<file path="config.mk">
export PLATFORM = sky130hd
export DESIGN_NAME = gen_linear_part_seq
export DESIGN_NICKNAME = d
export VERILOG_FILES = /design/src/rtl/gen_linear_part_seq_pkg.sv /design/src/rtl/gen_term_group_map.sv /design/src/rtl/gen_linear_part_seq.sv
export SDC_FILE = /design/constraint.sdc
export NUM_CORES = 1
export LEC_CHECK = 0
export ABC_CLOCK_PERIOD_IN_PS = 3900
export BUFFER_PORTS_ARGS = -buffer_cell sky130_fd_sc_hd__buf_4
export CORE_ASPECT_RATIO = 1.2
export CORE_MARGIN = 3
export CORE_UTILIZATION = 59
export DETAILED_ROUTE_END_ITERATION = 16
export PLACE_DENSITY_LB_ADDON = 0.3
export SYNTH_ARGS = -nofsm -noshare
export SYNTH_HDL_FRONTEND = slang
export SYNTH_SLANG_ARGS = --single-unit
</file>
<file path="constraint.sdc">
create_clock -name clk -period 3.9 [get_ports clk]
set_input_delay 0.78 -clock clk [delete_from_list [all_inputs] [get_ports clk]]
set_output_delay 0.78 -clock clk [all_outputs]
set_load 0.02 [all_outputs]
</file>
<file path="src/rtl/gen_linear_part_seq_pkg.sv">
// Shared constants for the decomposed carry-lookahead adder: operand width,
// non-linear term count, carry-group layout and recombination FSM encoding.
package gen_linear_part_seq_pkg;

    localparam int NBIT = 4;
    localparam int NNL  = (1 << (NBIT + 1)) - NBIT - 2;
    localparam int GW   = (NBIT > 1) ? $clog2(NBIT) : 1;

    localparam logic [1:0] IDLE    = 2'd0;
    localparam logic [1:0] COLLECT = 2'd1;
    localparam logic [1:0] DONE    = 2'd2;

    // Group j holds the terms whose XOR is carry c[j+1].
    function automatic int grp_base(input int j);
        return (1 << (j + 1)) - j - 2;
    endfunction

    function automatic int grp_size(input int j);
        return (1 << (j + 1)) - 1;
    endfunction

endpackage

</file>
<file path="src/rtl/gen_term_group_map.sv">
// Maps a flat non-linear term index to its carry group, and flags
// indices past the end of the term vector (padding lanes on the last beat).
module gen_term_group_map
    import gen_linear_part_seq_pkg::*;
#(
    parameter int IDXW = 5
) (
    input  logic [IDXW-1:0] idx,
    output logic [GW-1:0]   grp,
    output logic            vld
);

    always_comb begin
        grp = '0;
        for (int j = 1; j < NBIT; j++) begin
            if (int'(idx) >= grp_base(j)) grp = GW'(j);
        end
        vld = int'(idx) < (grp_base(NBIT - 1) + grp_size(NBIT - 1));
    end

endmodule

</file>
<file path="src/rtl/gen_linear_part_seq.sv">
// Linear recombination stage: XOR-accumulates a lane-parallel stream of
// non-linear terms into per-group carries and forms sum = a ^ b ^ c.
module gen_linear_part_seq
    import gen_linear_part_seq_pkg::*;
#(
    parameter int LANES = 4
) (
    input  logic             clk,
    input  logic             rst_n,
    input  logic             in_valid,
    output logic             in_ready,
    input  logic [LANES-1:0] in_terms,
    input  logic             in_last,
    input  logic [NBIT-1:0]  a,
    input  logic [NBIT-1:0]  b,
    output logic             out_valid,
    input  logic             out_ready,
    output logic [NBIT-1:0]  sum,
    output logic             cout,
    output logic             err
);

    localparam int NBEAT = (NNL + LANES - 1) / LANES;
    localparam int CW    = (NBEAT > 1) ? $clog2(NBEAT) : 1;
    localparam int IDXW  = (NBEAT * LANES > 1) ? $clog2(NBEAT * LANES) : 1;

    logic [1:0]                  state;
    logic [CW-1:0]               cnt;
    logic [NBIT-1:0]             acc, a_q, b_q;
    logic                        err_acc, rdy_q;

    logic [LANES-1:0][IDXW-1:0]  lane_idx;
    logic [LANES-1:0][GW-1:0]    lane_grp;
    logic [LANES-1:0]            lane_vld;
    logic [NBIT-1:0]             beat_x, acc_nxt, a_s, b_s, sum_nxt;
    logic [NBIT:0]               c;
    logic                        first, last_beat, accept, err_nxt;

    for (genvar l = 0; l < LANES; l++) begin : g_lane
        gen_term_group_map #(.IDXW(IDXW)) u_map (
            .idx (lane_idx[l]),
            .grp (lane_grp[l]),
            .vld (lane_vld[l])
        );
    end

    assign out_valid = (state == DONE);
    // rdy_q keeps in_ready low until the first edge after reset release.
    assign in_ready  = rdy_q && (state != DONE);
    assign accept    = in_valid && in_ready;

    always_comb begin
        first     = (state == IDLE);
        last_beat = (cnt == CW'(NBEAT - 1));
        beat_x    = '0;
        for (int l = 0; l < LANES; l++) begin
            lane_idx[l] = IDXW'(cnt) * IDXW'(LANES) + IDXW'(l);
            for (int g = 0; g < NBIT; g++) begin
                if (lane_vld[l] && lane_grp[l] == GW'(g)) beat_x[g] = beat_x[g] ^ in_terms[l];
            end
        end
        // The first beat of a frame both clears and loads the accumulators.
        acc_nxt = (first ? '0 : acc) ^ beat_x;
        a_s     = first ? a : a_q;
        b_s     = first ? b : b_q;
        c       = {acc_nxt, 1'b0};
        sum_nxt = a_s ^ b_s ^ c[NBIT-1:0];
        err_nxt = (first ? 1'b0 : err_acc) | (in_last != last_beat);
    end

    always_ff @(posedge clk or negedge rst_n) begin
        if (!rst_n) begin
            state   <= IDLE;
            cnt     <= '0;
            acc     <= '0;
            a_q     <= '0;
            b_q     <= '0;
            err_acc <= 1'b0;
            rdy_q   <= 1'b0;
            sum     <= '0;
            cout    <= 1'b0;
            err     <= 1'b0;
        end else begin
            rdy_q <= 1'b1;
            case (state)
                IDLE, COLLECT: begin
                    if (accept) begin
                        acc     <= acc_nxt;
                        err_acc <= err_nxt;
                        cnt     <= last_beat ? '0 : cnt + CW'(1);
                        if (first) begin
                            a_q <= a;
                            b_q <= b;
                        end
                        if (last_beat) begin
                            state <= DONE;
                            sum   <= sum_nxt;
                            cout  <= c[NBIT];
                            err   <= err_nxt;
                        end else begin
                            state <= COLLECT;
                        end
                    end
                end
                DONE:    if (out_ready) state <= IDLE;
                default: state <= IDLE;
            endcase
        end
    end

endmodule

</file>
* After elaboration in Yosys (flattened, before gate mapping)
Cells that the tools add are included.
Cells by class: add/subtract/negate cells 4, multiply operators 0, divide/modulo/power cells 0, magnitude comparators 16, eq/ne operators 19, shift operators 0, mux-type cells 37, bitwise gates (word level) 16, reduce and logical (&&, ||, !) cells 27
Operators by type and width (count):
- 2-to-1 mux 2 bit | 11
- 2-to-1 mux 1 bit | 21
- >= comparator 5 x 1 -> 1 bit (second input constant) | 4
- >= comparator 5 x 3 -> 1 bit (second input constant) | 4
- >= comparator 5 x 4 -> 1 bit (second input constant) | 4
- less-than comparator 5 bit (second input constant) | 4
- equality test 2 bit (second input constant) | 9
- logical AND 1 bit | 18
- 2-to-1 mux 4 bit | 3
- XOR 1 bit | 12
- XOR 4 bit | 3
- adder 5 x 2 -> 5 bit (second input constant) | 2
- equality test 2 x 1 -> 1 bit (second input constant) | 5
- logical NOT 2 bit | 5
- adder 5 x 1 -> 5 bit (second input constant) | 1
- inequality test 2 bit (second input constant) | 2
- one-hot mux 2 bit (2 select lines) | 1
- AND reduction 2 bit | 2
- adder 3 x 1 -> 3 bit (second input constant) | 1
- equality test 3 bit (second input constant) | 1
- 2-to-1 mux 3 bit | 1
- AND reduction 3 bit | 1
- inequality test 2 x 1 -> 1 bit (second input constant) | 1
- OR reduction 2 bit | 1
- other kinds (2) | 2
Word-level totals: register bits 25, bits in latches 0, bits in writable memories 0, memory bits (read-only) 0, input bits 17, output and inout port bits 8, word-level logic and storage cells 129, memories kept 0

* Depth between registers and ports, before layout
depth after elaboration 15, gate-level depth with buffers 9, mapped depth without buffers 8

* Modules after synthesis
From an unflattened synthesis, not the netlist that was laid out.
Second synthesis, totals: cell total of the unflattened synthesis 169, area total of the unflattened synthesis 1627.8 um^2
By module, submodules not included:
- gen_linear_part_seq | instances 1, cells an instance 145, area each 1477.7 um^2, sequential area each 625.6 um^2
- gen_term_group_map | instances 4, cells an instance 6, area each 37.5 um^2, sequential area each 0.0 um^2

* Least setup slack after synthesis
Ideal clock, no wire load.
kind register -> register, start point register cnt[2], end point register acc[2], library setup time 121 ps, data arrival time 1890 ps, required time 3779 ps, setup slack 1889 ps, cell stages (with the launch flop) 10, path buffers 1, clock period less this slack 2011 ps, path through dfrtp_1 -> inv_1 -> ha_1 -> buf_4 -> a21boi_0 -> or2_2 -> nor3_1 -> a21oi_1 -> a41o_1 -> a22o_1
Between the ends: longest elaborated chain between the ends 14, elaborated cells between the ends (all ways) 47, classes of those cells add/sub: 3; order compare: 16; eq/ne: 4; mux: 16; bitwise: 4; reduce/logical: 4
Ends and longest elaborated chain:
- start: declaration | line gen_linear_part_seq.sv:28 | logic [CW-1:0] cnt;
- start signal: assignment | line gen_linear_part_seq.sv:90 | cnt <= last_beat ? '0 : cnt + CW'(1);
- branches (longest 12 deep; another with adder 5 x 1 -> 5 bit)
- 2-to-1 mux 1 bit * | line gen_linear_part_seq.sv:59 | if (lane_vld[l] && lane_grp[l] == GW'(g)) beat_x[g] = beat_x[g] ^ in_terms[l];
- XOR 4 bit * | line gen_linear_part_seq.sv:63 | acc_nxt = (first ? '0 : acc) ^ beat_x;
- end signal: assignment | line gen_linear_part_seq.sv:88 | acc <= acc_nxt;
- end: declaration | line gen_linear_part_seq.sv:29 | logic [NBIT-1:0] acc, a_q, b_q;
Every way passes the cells marked *. A chain may end at the register's enable or synchronous reset.

* Worst setup path in the final report
Same ends and word-level chain as after synthesis.

==> results.txt <==
antenna violations before repair: 0
CORE AREA: 2330 um^2
Slew @ Worst Pin: 0.703 ns
fraction of layout cells with a size suffix above 1: 22.8%
H-tree depth: 1
Slew Viols, Final: 0
yosys warns: 0
clock buffer count from CTS: 3
power per cell area: 733 nW/um^2
P&R area growth vs syn: 15.0%
Cell Rows: 19
first-pass GRT wire length: 4.66 mm
grt met1 use: 23.5%
DRT antenna net count: 0
Post-route DRC: 0
CTS tree: yes
pre-CTS setup slack: 1.64 ns
fin crit period: 2.30 ns
RSZ-0062 raised after global routing: no
Critical Path End: acc[2]$_DFFE_PN0P_
Sw Share: 41.4%
Syn Nets: 178
Relative slew margins: 52.7%
critical path endpoint category: flop
Mapped Avg Cell Area: 9.39 um^2
Cell variety after synth: 36
worst skew pair latency: 0.32 ns
DR vias: 1194
fmax: 0.435 GHz
CP required: 4.12 ns
Max stage delay on crit path: 0.47 ns
hpwl dp: 2.18 mm
HP Class: in -> async
Tot GR Track Use: 20.1%
crit path launch: cnt[2]$_DFFE_PN0P_
die area: 3140 um^2
Syn Inst Count: 157
Async SR Flop Fraction: 100%
fill count: 197
Setup CP Type: reg -> reg
antenna cells: 0
Routability Congestion: 0.841
CP Cell Sequence: inv_1, ha_1, a21boi_0, or2_2, nor3_1, a21oi_1, a41o_1, a22o_1
hold bufs inserted after CTS: 0
via density per instance: 5.66
status: completed
Worst Reg-to-Reg Cells: 8
internal power: 0.728 mW
Switch Pwr: 0.515 mW
CP max-delay cell: dfrtp_1
final net count: 202
Hold WS: 0.329 ns
clk root buf: clkbuf_4
largest net degree at the start of global routing: 26
most common cell after layout, fill and taps aside: dfrtp_1
Detailed Route Iter0 Violations: 16
Pwr Total: 1.24 mW
Reg-to-Reg Start: cnt[2]$_DFFE_PN0P_
Starting Density: 63.3%
startpoint type of the worst setup path: flop
endpoints failing setup: 0
Synth Cell Area: 1470 um^2
Wirelength per Cell: 13.3 um
gr ovfl total: 0
Final WS setup: 1.60 ns
post-CTS setup buffers: 0
worst clock skew: 0.00230 ns
met2 Use GR: 36.5%
Combinational Power Share: 53.2%
prevailing post-synth register cell: dfrtp_1
commonest cells after routing, fill and taps aside: 25 x dfrtp_1, 24 x buf_4, 20 x nand2_1
flop-to-flop setup slack: 1.60 ns
clock tree buffer depth: 2
I/O Buffers: 24
critical path data arrival time: 2.52 ns
chip width: 51.6 um
max-cap viol count: 0
global routing usage on met3: 2.95%
Clk pin slew, worst setup/hold paths: 0.13 ns
Clock Power Share: 9.2%
I/O pin count: 25
VDD IR max: 0.466 mV
final worst path period share: 58.9%
CTS resizes: 0
reg2reg end: acc[2]$_DFFE_PN0P_
Sequential Power Share: 37.6%
number of synthesized flops with an enable pin: 0
vias in the first global route: 1098
Setup TNS: 0 ns
register area share after synthesis: 42.4%
P_leak: 0.765 nW
crit-path max FO: 9
GR peak layer: met2
Die Y: 60.8 um
drt pass-1 iters: 5
Seq cells post-synth: 25
DRT Wirelength: 2.80 mm
CTS sink cnt: 25
final hold violations: 0
[cell usage after synthesis, types with 2 or more instances]
cell / number / share of area, %
nor2b_1: 2 / 0.85
a21oi_1: 8 / 2.7
nand2_1: 20 / 5.1
nand3_1: 3 / 1.0
nor3_1: 3 / 1.0
dfrtp_1: 25 / 42
inv_1: 5 / 1.3
o21ai_0: 18 / 6.1
nand2b_1: 3 / 1.3
clkbuf_1: 3 / 0.76
mux2_2: 9 / 6.9
ha_1: 4 / 3.4
nand4_1: 4 / 1.7
nor2_1: 8 / 2.0
xnor2_1: 11 / 6.5
or2_2: 3 / 1.3
xor2_1: 9 / 5.3
[layer usage]
layer  up-vias  share of wire (%)
met5         -                  0
met2        30                 52
met4         0                1.3
met1       566                 43
li1        593                  -
met3         5                3.4
[state kept, by name, summed over array words and instances (netlist names)]
signal / flops
err: 1
b_q: 4
sum: 4
err_acc: 1
cout: 1
acc: 4
a_q: 4
cnt: 3
state: 2
rdy_q: 1
[cells by family after synthesis]
logic type                 after synthesis  share of synthesized area, %
buffers and inverters                   10                          2.89
muxes                                    9                          6.88
other                                    1                         0.254
adders and majority gates                4                          3.40
AOI/OAI and AO/OA                       38                          16.2
DFF                                     25                          42.4
xor gates and xnor gates                20                          11.9
and+or+nand+nor                         50                          16.0
[final cells by class]
class / count / area (um^2) / area share (%)
Multi-Input combinational cell: 122 / 806 / 47.5
Tap cell: 31 / 38.8 / 2.29
Inverter: 5 / 18.8 / 1.11
Timing Repair Buffer: 24 / 180 / 10.6
Clock buffer: 4 / 26.3 / 1.55
Sequential cell: 25 / 626 / 36.9
[worst min path at each step]
stage | slack, ns | from | endpoint | cells after the start
floorplan | 0.45 | acc[0]$_DFFE_PN0P_ | acc[0]$_DFFE_PN0P_ | 2
global placement | 0.46 | acc[0]$_DFFE_PN0P_ | acc[0]$_DFFE_PN0P_ | 2
detailed placement | 0.47 | sum[1]$_DFFE_PN0P_ | sum[1]$_DFFE_PN0P_ | 2
CTS | 0.34 | rst_n | cnt[0]$_DFFE_PN0P_ | 1
global route | 0.32 | rst_n | cnt[0]$_DFFE_PN0P_ | 1
finish | 0.33 | rst_n | cnt[0]$_DFFE_PN0P_ | 1
[power groups by stage]
stage          clock [mW]  combinational (mW)  sequential [mW]
6_report            0.114               0.661            0.467
5_1_grt             0.129               0.738            0.487
4_1_cts             0.117               0.663            0.468
3_5_place_dp            0               0.661            0.473
3_3_place_gp            0               0.634            0.465
2_1_floorplan           0               0.493            0.480
[stage by stage]
| step | instances | util, % | area [um^2] |
|---|---|---|---|
| after floorplan | 157 | - | 1470 |
| after global placement | 207 | 71.6 | 1670 |
| after detailed placement | 207 | 71.6 | 1670 |
| after CTS | 211 | 72.8 | 1700 |
| after global routing | 211 | 72.8 | 1700 |
| final | 211 | 72.8 | 1700 |
[worst max-delay path, delay by kind of cell, from the launching register on]
family	cells	cell delay (ns)
AO/OA/AOI/OAI	4	0.71
adder cells (fa/ha/maj)	1	0.34
buffers and inverters	1	0.17
flip-flops	1	0.47
AND/OR/NAND/NOR	2	0.51
(Power assumes the default switching activity.)
